===== src/rtl/booth_pkg.sv =====
// Shared types and sizing for the Booth multiplier issue/collect sequencer.
// Latency: n/a (declarations only).
// Backpressure: n/a (declarations only).
//
// Contents:
//   BOOTH_W_IN / BOOTH_W_PROD : default operand and product widths
//   seq_state_e               : sequencer FSM states
//   res_entry_t               : one result FIFO entry {product, error}
//   ptr_width()               : pointer width for a DEPTH-entry FIFO (min 1 bit)
package booth_pkg;

   localparam int BOOTH_W_IN   = 16;
   localparam int BOOTH_W_PROD = 2 * BOOTH_W_IN;

   typedef enum logic [1:0] {
      IDLE = 2'd0,
      LOAD = 2'd1,
      WAIT = 2'd2
   } seq_state_e;

   typedef struct packed {
      logic [BOOTH_W_PROD-1:0] product;
      logic                    error;
   } res_entry_t;

   localparam int RES_ENTRY_W = $bits(res_entry_t);

   // A single-entry FIFO still needs a 1-bit pointer so the vector is legal.
   function automatic int ptr_width(input int depth);
      return (depth > 1) ? $clog2(depth) : 1;
   endfunction

endpackage


===== src/rtl/booth_result_fifo.sv =====
// Small synchronous FIFO holding completed multiplier results.
// Latency: a push is visible at the head the cycle after the push edge.
// Backpressure: none internally; the caller reserves space before pushing.
//
// Ports:
//   i_clk, i_reset       : clock, synchronous active-high reset
//   i_push, i_push_dat   : write one entry
//   i_pop                : remove the head entry (ignored when empty)
//   o_vld, o_head_dat    : head valid / head data (zero when empty)
//   o_count              : current occupancy
module booth_result_fifo
   import booth_pkg::*;
#(
   parameter int DEPTH = 2,
   parameter int WIDTH = RES_ENTRY_W,
   parameter int CNT_W = $clog2(DEPTH + 1)
) (
   input  logic             i_clk,
   input  logic             i_reset,
   input  logic             i_push,
   input  logic [WIDTH-1:0] i_push_dat,
   input  logic             i_pop,
   output logic             o_vld,
   output logic [WIDTH-1:0] o_head_dat,
   output logic [CNT_W-1:0] o_count
);

   localparam int PTR_W = ptr_width(DEPTH);

   logic [WIDTH-1:0] r_mem [DEPTH];
   logic [PTR_W-1:0] r_wr_ptr;
   logic [PTR_W-1:0] r_rd_ptr;
   logic [CNT_W-1:0] r_count;
   logic             w_pop;

   // Explicit wrap keeps the pointers correct for DEPTH == 1 as well.
   function automatic logic [PTR_W-1:0] next_ptr(input logic [PTR_W-1:0] p);
      return (p == PTR_W'(DEPTH - 1)) ? '0 : p + 1'b1;
   endfunction

   assign w_pop = i_pop && (r_count != '0);

   always_ff @(posedge i_clk) begin
      if (i_reset) begin
         r_wr_ptr <= '0;
         r_rd_ptr <= '0;
         r_count  <= '0;
         for (int i = 0; i < DEPTH; i++) begin
            r_mem[i] <= '0;
         end
      end else begin
         if (i_push) begin
            r_mem[r_wr_ptr] <= i_push_dat;
            r_wr_ptr        <= next_ptr(r_wr_ptr);
         end
         if (w_pop) begin
            r_rd_ptr <= next_ptr(r_rd_ptr);
         end
         // Simultaneous push and pop leaves the occupancy unchanged.
         case ({i_push, w_pop})
            2'b10:   r_count <= r_count + 1'b1;
            2'b01:   r_count <= r_count - 1'b1;
            default: r_count <= r_count;
         endcase
      end
   end

   assign o_vld      = (r_count != '0);
   // Stale storage is hidden so the head reads zero whenever nothing is queued.
   assign o_head_dat = o_vld ? r_mem[r_rd_ptr] : '0;
   assign o_count    = r_count;

endmodule


===== src/rtl/booth_mul_sequencer.sv =====
// Issues operand pairs to a Booth multiplier and collects its products into a result FIFO.
// Latency: accept at T, mul_ld at T+1, multiplier done at D, result valid at D+1.
// Backpressure: op_ready only in IDLE with a free FIFO slot; results held until res_ready.
//
// Ports:
//   i_clk, i_reset                  : clock, synchronous active-high reset (shared with multiplier)
//   i_op_valid/o_op_ready           : operand handshake, i_op_a multiplicand, i_op_b multiplier
//   o_mul_in_a/b, o_mul_ld(_pp)     : multiplier operands (held) and one-cycle load strobes
//   i_mul_ld_p, i_mul_product       : multiplier completion strobe and product
//   o_res_valid/i_res_ready         : result handshake, o_res_product, o_res_error (timeout)
//   o_busy                          : a job is in flight (state != IDLE)
module booth_mul_sequencer
   import booth_pkg::*;
#(
   parameter int Width_inputs   = BOOTH_W_IN,
   parameter int Width_product  = BOOTH_W_PROD,
   parameter int DEPTH          = 2,
   parameter int TIMEOUT_CYCLES = 64
) (
   input  logic                     i_clk,
   input  logic                     i_reset,
   input  logic                     i_op_valid,
   output logic                     o_op_ready,
   input  logic [Width_inputs-1:0]  i_op_a,
   input  logic [Width_inputs-1:0]  i_op_b,
   output logic [Width_inputs-1:0]  o_mul_in_a,
   output logic [Width_inputs-1:0]  o_mul_in_b,
   output logic                     o_mul_ld,
   output logic                     o_mul_ld_pp,
   input  logic                     i_mul_ld_p,
   input  logic [Width_product-1:0] i_mul_product,
   output logic                     o_res_valid,
   input  logic                     i_res_ready,
   output logic [Width_product-1:0] o_res_product,
   output logic                     o_res_error,
   output logic                     o_busy
);

   localparam int CNT_W  = $clog2(DEPTH + 1);
   localparam int WDOG_W = $clog2(TIMEOUT_CYCLES + 1);

   // ------------------------------------------------------------------
   // Elaboration-time parameter sanity
   // ------------------------------------------------------------------
   if (Width_product != 2 * Width_inputs) begin : g_bad_prod_width
      $error("booth_mul_sequencer: Width_product must equal 2*Width_inputs");
   end
   // The FIFO entry layout comes from the package, so widths must match it.
   if (Width_product != BOOTH_W_PROD) begin : g_bad_entry_width
      $error("booth_mul_sequencer: Width_product must match booth_pkg::BOOTH_W_PROD");
   end
   if (DEPTH < 1 || (DEPTH & (DEPTH - 1)) != 0) begin : g_bad_depth
      $error("booth_mul_sequencer: DEPTH must be a power of two >= 1");
   end
   if (TIMEOUT_CYCLES < 1) begin : g_bad_timeout
      $error("booth_mul_sequencer: TIMEOUT_CYCLES must be >= 1");
   end

   // ------------------------------------------------------------------
   // State and datapath registers
   // ------------------------------------------------------------------
   seq_state_e              r_state;
   seq_state_e              w_state_nxt;
   logic [Width_inputs-1:0] r_in_a;
   logic [Width_inputs-1:0] r_in_b;
   logic [WDOG_W-1:0]       r_wdog;

   logic                    w_space;
   logic                    w_accept;
   logic                    w_push;
   res_entry_t              w_push_entry;
   res_entry_t              w_head;
   logic                    w_fifo_vld;
   logic [CNT_W-1:0]        w_fifo_count;
   logic                    w_pop;
   logic                    w_timeout;

   // Space is reserved at accept: only one job is ever in flight and the FIFO
   // can only drain while it runs, so the completion push always finds room.
   assign w_space    = (w_fifo_count < CNT_W'(DEPTH));
   assign o_op_ready = (r_state == IDLE) && w_space;
   assign w_accept   = i_op_valid && o_op_ready;
   assign w_timeout  = (r_wdog == WDOG_W'(TIMEOUT_CYCLES - 1));

   // ------------------------------------------------------------------
   // FSM: state register
   // ------------------------------------------------------------------
   always_ff @(posedge i_clk) begin
      if (i_reset) begin
         r_state <= IDLE;
      end else begin
         r_state <= w_state_nxt;
      end
   end

   // ------------------------------------------------------------------
   // FSM: next state, strobes and completion push
   // ------------------------------------------------------------------
   always_comb begin
      w_state_nxt  = r_state;
      o_mul_ld     = 1'b0;
      o_mul_ld_pp  = 1'b0;
      w_push       = 1'b0;
      w_push_entry = '0;
      case (r_state)
         IDLE: begin
            if (w_accept) begin
               w_state_nxt = LOAD;
            end
         end
         LOAD: begin
            o_mul_ld    = 1'b1;
            o_mul_ld_pp = 1'b1;
            w_state_nxt = WAIT;
         end
         WAIT: begin
            // A real completion on the last watchdog cycle still counts as good.
            if (i_mul_ld_p) begin
               w_push               = 1'b1;
               w_push_entry.product = i_mul_product;
               w_push_entry.error   = 1'b0;
               w_state_nxt          = IDLE;
            end else if (w_timeout) begin
               w_push               = 1'b1;
               w_push_entry.product = '0;
               w_push_entry.error   = 1'b1;
               w_state_nxt          = IDLE;
            end
         end
         default: begin
            w_state_nxt = IDLE;
         end
      endcase
   end

   // ------------------------------------------------------------------
   // Operand registers: captured on accept, held for the whole job
   // ------------------------------------------------------------------
   always_ff @(posedge i_clk) begin
      if (i_reset) begin
         r_in_a <= '0;
         r_in_b <= '0;
      end else if (w_accept) begin
         r_in_a <= i_op_a;
         r_in_b <= i_op_b;
      end
   end

   // ------------------------------------------------------------------
   // Watchdog: cleared while loading, counts every WAIT cycle
   // ------------------------------------------------------------------
   always_ff @(posedge i_clk) begin
      if (i_reset) begin
         r_wdog <= '0;
      end else if (r_state == LOAD) begin
         r_wdog <= '0;
      end else if (r_state == WAIT) begin
         r_wdog <= r_wdog + 1'b1;
      end
   end

   // ------------------------------------------------------------------
   // Result FIFO
   // ------------------------------------------------------------------
   assign w_pop = w_fifo_vld && i_res_ready;

   booth_result_fifo #(
      .DEPTH (DEPTH),
      .WIDTH (RES_ENTRY_W),
      .CNT_W (CNT_W)
   ) u_result_fifo (
      .i_clk      (i_clk),
      .i_reset    (i_reset),
      .i_push     (w_push),
      .i_push_dat (w_push_entry),
      .i_pop      (w_pop),
      .o_vld      (w_fifo_vld),
      .o_head_dat (w_head),
      .o_count    (w_fifo_count)
   );

   assign o_mul_in_a    = r_in_a;
   assign o_mul_in_b    = r_in_b;
   assign o_res_valid   = w_fifo_vld;
   assign o_res_product = w_head.product;
   assign o_res_error   = w_head.error;
   assign o_busy        = (r_state != IDLE);

endmodule


===== config.mk =====
export PLATFORM = sky130hd
export DESIGN_NAME = booth_mul_sequencer
export DESIGN_NICKNAME = d
export VERILOG_FILES = /design/src/rtl/booth_pkg.sv /design/src/rtl/booth_result_fifo.sv /design/src/rtl/booth_mul_sequencer.sv
export SDC_FILE = /design/constraint.sdc
export NUM_CORES = 1
export LEC_CHECK = 0
export CAP_MARGIN = 30
export CORE_ASPECT_RATIO = 0.75
export CORE_MARGIN = 8
export CORE_UTILIZATION = 30
export CTS_CLUSTER_SIZE = 14
export DETAILED_ROUTE_END_ITERATION = 10
export GPL_TIMING_DRIVEN = 0
export RECOVER_POWER = 50
export SLEW_MARGIN = 40
export SYNTH_ARGS = -nofsm -noshare
export SYNTH_HDL_FRONTEND = slang
export SYNTH_HIERARCHICAL = 1
export SYNTH_SLANG_ARGS = --single-unit
export TNS_END_PERCENT = 30

===== constraint.sdc =====
create_clock -name i_clk -period 3.85 [get_ports i_clk]
set_input_delay 0.385 -clock i_clk [delete_from_list [all_inputs] [get_ports i_clk]]
set_output_delay 0.385 -clock i_clk [all_outputs]
set_load 0.05 [all_outputs]

=== Word-level counts from Yosys, hierarchy flattened ===
Memories as Yosys holds them, arrays and structs flattened. A register that Yosys moved wholly into a read port is not among the register bits.
Cells that the tools add are included.

* Flip-flop bits (word level): 45
* Latch bits: 0
* Memory bits (writable): 66
* ROM bits: 0
* Output and inout bits: 70
* Memories: 1

{| class="wikitable"
|+ Memory list
! name !! depth !! width !! read ports !! clocked after Yosys merged registers in !! write ports !! RTL line !! text
|-
| u_result_fifo.r_mem || 2 || 33 || 1 || 1 || 2 || booth_result_fifo.sv:30 || <nowiki>logic [WIDTH-1:0] r_mem [DEPTH];</nowiki>
|}

* Add/sub/neg operators: 5
* Multiply operators: 0
* Div/mod/pow operators: 0
* $lt $le $gt $ge: 1
* Equal/unequal tests: 7
* Shift-type cells: 0
* Mux-type cells: 25
* Bitwise gates (word level): 0
* Reduce and logical (&&, ||, !) cells: 11

{| class="wikitable"
|+ Operator list
! cell !! count
|-
| $mux W33 || 4
|-
| $reduce_or A33 Y1 || 1
|-
| $mux W1 || 16
|-
| $add A7 B1 Y7 const B || 1
|-
| $eq A7 B6 Y1 const B || 1
|-
| $mux W2 || 3
|-
| $pmux W2 S3 || 1
|-
| $reduce_bool A2 Y1 || 3
|-
| $eq A2 B1 Y1 const B || 2
|-
| $eq A2 B2 Y1 const B || 2
|-
| $logic_and A1 B1 Y1 || 4
|-
| $pmux W2 S2 || 1
|-
| $ne A3 B3 Y1 const B || 1
|-
| $add A1 B1 Y1 const B || 2
|-
| $add A2 B1 Y2 const B || 1
|-
| $logic_not A2 Y1 || 1
|-
| $lt A2 B2 Y1 const B || 1
|-
| $ne A2 B2 Y1 const B || 1
|-
| $reduce_and A2 Y1 || 1
|-
| $reduce_or A2 Y1 || 1
|-
| $sub A2 B1 Y2 const B || 1
|}

=== Logic depth before layout (Yosys ltp) ===
* Depth after elaboration: 9
* Depth in mapped cells: 10
* Gate-level depth less buffers: 9

=== Cells and area by module ===
Netlist, hierarchy kept.

{| class="wikitable"
|+ By module, submodules not included
! module !! instances !! cells an instance !! area an instance (um^2) !! seq. area each (um^2)
|-
| booth_result_fifo || 1 || 275 || 3195.6 || 2082.0
|-
| booth_mul_sequencer || 1 || 239 || 1929.4 || 820.8
|}

=== Worst setup path before layout ===
No wires, ideal clock.

* Kind: register to register
* From: register r_wdog[0]
* To: memory u_result_fifo/r_mem[0][0] in the netlist's numbering (enable)
* Library setup time: 0.395 ns
* Arrival time: 2.264 ns
* Required time: 3.455 ns
* Path slack: 1.191 ns
* Cell stages (with the launch flop): 8
* Path buffers: 1
* Clock period less this slack: 2.659 ns
* Cells stage by stage: dfxtp_1 > ha_1 > nand4b_4 > or3_1 > nand2_1 > nand2b_1 > clkbuf_1 > nand2b_1

{| class="wikitable"
|+ RTL lines
! element !! RTL line !! text
|-
| from (decl) || booth_mul_sequencer.sv:66 || <nowiki>logic [WDOG_W-1:0] r_wdog;</nowiki>
|-
| from (signal assigned) || booth_mul_sequencer.sv:158 || <nowiki>r_wdog <= r_wdog + 1'b1;</nowiki>
|-
| to (decl) || booth_result_fifo.sv:30 ||
|}

==> key figures <==
Timing
  • Setup TNS Final: 0 ns
  • Slew HR: 0.608
  • Final Max Slew Viols: 0
  • Least-Margin Pin Slew: roughly 0.6 ns
  • Final period util: 0.757
  • Final Hold Viols: 0
  • Worst clock skew: 0.0144 ns
  • Post-layout minimum cycle time: slightly below 3 ns
  • RSZ-0062 raised after global routing: no
  • # setup viols final: 0
  • Fmax: about 340 MHz
  • Worst hold margin: ~0.45 ns

Worst setup path
  • CP bufs+invs: 4
  • Crit path cell chain: clkbuf_1 -> and2b_1 -> clkbuf_1 -> nand2_1 -> nand2_1 -> nand2b_1 -> clkbuf_1 -> clkbuf_1 -> nor2_1
  • Worst r2r src: r_state[0]
  • CP Capture Type: flip-flop
  • CP Launch Point: r_state[0]
  • Crit path top cell by count: clkbuf_1
  • Critical path startpoint category: flip-flop
  • Crit path largest cell delay: between 0.4 and 0.5 ns
  • Path type of the worst setup path: reg -> reg
  • Required @ worst endpoint: around 3.9 ns
  • Critical-path top delay cell: clkbuf_1
  • Critical path's top delay family: buffers and inverters
  • Max FO, Critical Path: 10
  • Crit path DAT: 3.01 ns

Synthesis
  • Net Count, Synth: roughly 590
  • Syn. warnings: 6
  • Top cell type's share of synthesized area: 0.387
  • Register area share after synthesis: 0.566
  • Mean Syn Cell Area: around 10 sq um
  • Post-Synthesis Cells: ~500
  • Yosys reg bits: about 110
  • Post-synth EDFFs: 66
  • Yosys top cell by area: edfxtp_1
  • Cell area after synthesis: approximately 0.0051 sq mm
  • Synth async-reset ratio: 0
  • Synth cell types: 38
  • Predominant post-synthesis flop cell: edfxtp_1
  • Count leader, synth: nor2_1
  • Synth cell count leaders: nor2_1 (109), nand2_1 (70), edfxtp_1 (66)
  • Top post-synthesis cells by area: edfxtp_1 (39%), dfxtp_1 (18%), nor2_1 (8.0%)

Global routing
  • Pin count of the biggest net entering global routing: 34
  • Total GRT Usage: 0.128
  • First-pass GRT wire length: 21,900 microns
  • Gr ovfl total: 0
  • Initial antenna violation count: 0
  • Vias in the first global route: approximately 4,200

CTS
  • CTS Buf Count: 9
  • Gates resized, CTS repair: 0
  • Longest Clk Path Bufs: 2
  • Hold_buf cts: 0
  • # Post-CTS Setup Buffers: 0
  • Worst-Skew Late Latency: about 0.35 ns
  • Clock Sink Count: 112
  • H-tree levels: 3
  • Clock Pin Slew Worst Setup and Hold Paths: approximately 0.08 ns
  • TritonCTS clock tree: built
  • CTS root buffer: clkbuf_16

Floorplan
  • Die Y-Extent: approximately 130 microns
  • Die X: around 170 microns
  • FP Rows: between 40 and 50
  • # IOs: between 100 and 150
  • CORE AREA: between 0.015 and 0.02 sq mm
  • Starting Density: 0.306
  • Die area: about 0.022 sq mm

Drt
  • DRC: 0
  • Via count: around 4,000
  • Initial DRT Pass Iterations: 4
  • Avg WL per Cell: about 16 microns
  • Final WL: roughly 14,000 microns
  • Final antenna-violating net count: 0
  • Initial drt markers: between 200 and 250
  • Vias per inst: approximately 4.6

Min path
  • HP Start: o_mul_in_b[0]
  • Min-Delay Path Class: reg -> reg

Finish
  • Area delta synth->final: 38.2%
  • Core Util, Final: 0.422
  • Final-layout fill cell count: approximately 1,600
  • Fin cells: between 800 and 900
  • Nets: approximately 730
  • Finished Cell Area: 0.00708 sq mm
  • Share of cells above drive strength 1: 0.0539

Pwr
  • Leakage: 2.62 nW
  • Max IR drop VDD: between 0.2 and 0.25 mV
  • Pwr dens: ~400 mW/mm^2

Placed design
  • Placed Cells: between 800 and 900
  • Dpl hpwl: 10,100 microns
  • # port buffers: 138
  • GP Congestion: about 0.75
  • Area after DPL: 0.00679 sq mm

Job
  • Max Cap Viol: 0

Status
  • Status: finished, final reports clean
[stage by stage]
stage	setup slack (ns)	total power (W)
after floorplan	1.19	0.00161
after global placement	0.247	0.00179
after detailed placement	1.02	0.00180
after CTS	0.991	0.00282
after global routing	0.686	0.00287
final	0.936	0.00277
[cells by family (layout without fill, tap and decap cells)]
kind of cell	after synthesis	after routing	synth area share
multiplexers	34	34	0.0667
other	0	1	0
XOR/XNOR	4	4	0.00684
adder cells (fa/ha/maj)	2	2	0.00488
AND/OR/NAND/NOR	264	264	0.247
flip-flops	112	112	0.566
AO/OA/AOI/OAI	50	50	0.0562
buffers and inverters	48	202	0.0518
[report_power, final]
group,internal (W),switching [W]
combinational,0.000159,0.000255
clock,0.000531,0.000487
sequential,0.00132,0.0000202
[layout make-up]
cell class	instances	area (sq um)	share of cell area
inverters	10	37.5	0.00530
flip-flops and latches	112	2900	0.410
clock inverters	7	103	0.0145
plain buffers	38	193	0.0272
multi-input cells	354	1970	0.278
diodes	1	2.50	0.000353
repair buffers	138	1380	0.195
well taps	215	269	0.0380
clock buffers	9	225	0.0318
[worst paths after layout]
path,slack [ns],depth (start not counted),endpoint
max reg2reg,0.94,9,u_result_fifo/r_mem[0][10]
max,0.94,9,u_result_fifo/r_mem[0][10]
min reg2reg,0.45,2,o_mul_in_b[0]
min,0.45,2,o_mul_in_b[0]
[worst reg2reg max path, cell delays in order (launching register included)]
cell and delay (ns):
dfxtp_1 0.33, clkbuf_1 0.46, and2b_1 0.37, clkbuf_1 0.27, nand2_1 0.12, nand2_1 0.09
nand2b_1 0.08, clkbuf_1 0.36, clkbuf_1 0.46, nor2_1 0.11
[routing by layer]
layer | wire length, microns | global-route usage
met3 | 1460 | 0.0653
met5 | 0 | 0
met1 | 6110 | 0.150
met2 | 6150 | 0.206
met4 | 120 | 0.0291
[flip-flops by register name (all words and copies together) (netlist names), named ones only]
| signal | flops |
|---|---|
| o_mul_in_a | 16 |
| u_result_fifo/r_rd_ptr | 1 |
| u_result_fifo/r_mem | 66 |
| r_state | 2 |
| o_mul_in_b | 16 |
| u_result_fifo/r_wr_ptr | 1 |
| r_wdog | 7 |
| u_result_fifo/o_count | 2 |
[layout by cell type (no fill, tap or decap), drive strengths merged, types with 2 or more instances in the layout]
cell type,count
nor2,109
clkdlybuf4s50,101
nand2,70
edfxtp,66
dfxtp,46
dlygate4sd3,37
nand2b,37
a21oi,36
clkbuf,35
mux2i,33
and3,32
inv,14
buf,12
or3,5
o21ai,4
nand3,3
nand4b,2
o2111ai,2
o31ai,2
xnor2,2
ha,2
clkinv,2
xor2,2
a211oi,2
No activity file was read; power rests on OpenSTA's default activity.
==> variant, RTL diff (same settings) <==
`TIMEOUT_CYCLES`: 64 -> 32.
--- a/src/rtl/booth_mul_sequencer.sv
+++ b/src/rtl/booth_mul_sequencer.sv
@@ -15,7 +15,7 @@
    parameter int Width_inputs   = BOOTH_W_IN,
    parameter int Width_product  = BOOTH_W_PROD,
    parameter int DEPTH          = 2,
-   parameter int TIMEOUT_CYCLES = 64
+   parameter int TIMEOUT_CYCLES = 32
 ) (
    input  logic                     i_clk,
    input  logic                     i_reset,
Formal check against the unedited RTL: no difference found for any inputs over 10 cycles, from zero or initial values and one cycle with i_reset high; that may be too few to reach the edited logic, so the function may still have changed.
==> variant against the unedited design <==
Via count down 1.7%. Sequential cell count decreased by 1. Power decreased by 5.0%. Clock power fell by 10%. Hold slack got worse by 0.033 ns. Highest routed layer unchanged. Synthesized area decreased by 4.0%. Final area shrank 3.4%. Combinational power down 5.6%. Clock skew is essentially flat. Critical endpoint is now o_res_product[15]. Sequential share of layout area grew 1.1 points. Worst setup slack got worse by 0.10 ns. Routed wire length up 0.81%. Global-route usage is 0.77 points higher.
==> variant: results (changes against the unedited design) <==
The run finished with clean final reports. The measured slew at the worst slew-check pin is 0.779 ns (was 0.588 ns), and the via count of the first global-routing pass is 4119 (was 4199). For the register area share after synthesis, the log shows 0.586 (was 0.566). For the switching power summed over all nets, the log shows 0.000721 W (was 0.000763 W). The register-to-register setup slack came out at 0.98 ns (was 0.94 ns). The tools report the critical hold path startpoint as i_reset (was o_mul_in_b[0]). The number of buffer cells added on primary ports was 137 (was 138). The final setup violation count was 0 (unchanged). Most used standard cells in the synthesized netlist: 107 x nor2_1, 69 x nand2_1, 66 x edfxtp_1 (was 109 x nor2_1, 70 x nand2_1, 66 x edfxtp_1). Hold slack: 0.419 ns (was 0.452 ns). Setup skew after layout: 0.0143 ns (was 0.0144 ns).

The tools report the critical path arrival as 2.63 ns (was 3.01 ns). The worst-path cell with the longest stage delay is clkdlybuf4s50_1 (was clkbuf_1). Ratio of cells with drive above 1 in the final layout: 0.0383 (was 0.0539).

The tools report the endpoint of the worst register-to-register path as u_result_fifo/o_count[1] (was u_result_fifo/r_mem[0][10]). Initial antenna violation count: 1 (was 0). The tools report the total track usage as 0.135 (was 0.128). The maximum vdd ir drop was 0.000229 V (was 0.000244 V); the first-pass GRT wire length was 22000 um (was 21900 um). The end point of the worst hold path was o_mul_in_b[1] (was o_mul_in_b[0]). The number of different library cells in the post-synthesis netlist was 29 (was 38). For the DRC marker count from the first detailed-route iteration, the log shows 277 (was 231). For the final net count, the log shows 719 (was 734). The first-pass detailed-route iteration total was 5 (was 4). The detail-routed via count per cell was 4.59 (was 4.56); the critical path's largest stage delay was 0.74 ns (was 0.46 ns). The placed wire-length estimate after detailed placement was 10100 um (about the same); the routed wire length was 14000 um (was 13800 um).

The routability-driven placement congestion ratio was 0.777 (was 0.747). Type of the worst min-delay path: in2reg (was reg2reg). Cell types occupying the most area after synthesis: edfxtp_1 40%, dfxtp_1 18%, nor2_1 8.2% (was edfxtp_1 39%, dfxtp_1 18%, nor2_1 8.0%). For the synthesized netlist net count, the log shows 571 (was 585). Launch instance of the worst register-to-register path: u_result_fifo/o_count[1] (was r_state[0]).

The static power due to leakage came out at 2.45 nW (was 2.62 nW).
==> variant: cell families after synthesis <==
logic type / count (synthesis) / share of synthesized area
XOR/XNOR: 5 / 0.00891
multiplexers: 33 / 0.0672
adder cells (fa/ha/maj): 2 / 0.00509
AND/OR/NAND/NOR: 262 / 0.247
buffers and inverters: 42 / 0.0389
AO/OA/AOI/OAI: 45 / 0.0471
flip-flops: 111 / 0.586
==> variant: metal layers <==
layer,track usage,vias to the layer above,part of all wire
met4,0.0336,0,0.0088
li1,-,1975,-
met1,0.162,1835,0.43
met2,0.215,145,0.45
met3,0.0640,10,0.11
met5,0,-,0
==> variant: through the flow <==
stage / power (W) / setup WS, ns / area (um^2) / std cells
floorplan: 0.00158 / 1.39 / 4920 / 500
global placement: 0.00175 / 0.186 / 6550 / 847
detailed placement: 0.00176 / 0.989 / 6570 / 847
CTS: 0.00267 / 0.905 / 6860 / 863
global route: 0.00274 / 0.699 / 6840 / 864
finish: 0.00263 / 0.832 / 6840 / 864
==> variant: worst register-to-register path: cells and delay by family (launching register included) <==
family	cells	cell delay (ns)
AOI/OAI and AO/OA	2	0.29
adders and majority gates	1	0.34
buffers and inverters	3	0.69
DFF	1	0.39
and+or+nand+nor	3	1.09
==> variant: worst max-delay path by stage <==
stage                                         from                         end  slack, ns  depth (start not counted)
final                     u_result_fifo/o_count[1]           o_res_product[15]       0.83                          4
after detailed placement                i_mul_ld_p  u_result_fifo/r_mem[0][19]       0.99                          6
after floorplan                         r_state[1]   u_result_fifo/r_mem[0][0]       1.39                          7
after global routing      u_result_fifo/o_count[1]           o_res_product[15]       0.70                          4
after global placement                  i_mul_ld_p  u_result_fifo/r_mem[0][18]       0.19                          6
after CTS                 u_result_fifo/o_count[1]           o_res_product[16]       0.90                          4
==> variant: layout make-up <==
class / count / area (um^2)
diodes: 1 / 2.50
plain buffers: 38 / 161
clock buffers: 10 / 229
clock inverters: 6 / 62.6
fillers: 1556 / 9180
inverters: 4 / 15.0
multi-input cells: 347 / 1850
flip-flops and latches: 111 / 2880
well taps: 210 / 263
repair buffers: 137 / 1370
==> variant: power groups by stage <==
| stage | clock, W | sequential, W | combinational [W] |
|---|---|---|---|
| after detailed placement | 0 | 0.00136 | 0.000404 |
| after global placement | 0 | 0.00135 | 0.000400 |
| after floorplan | 0 | 0.00143 | 0.000149 |
| after global routing | 0.000986 | 0.00133 | 0.000419 |
| final | 0.000914 | 0.00133 | 0.000391 |
| after CTS | 0.000938 | 0.00133 | 0.000406 |
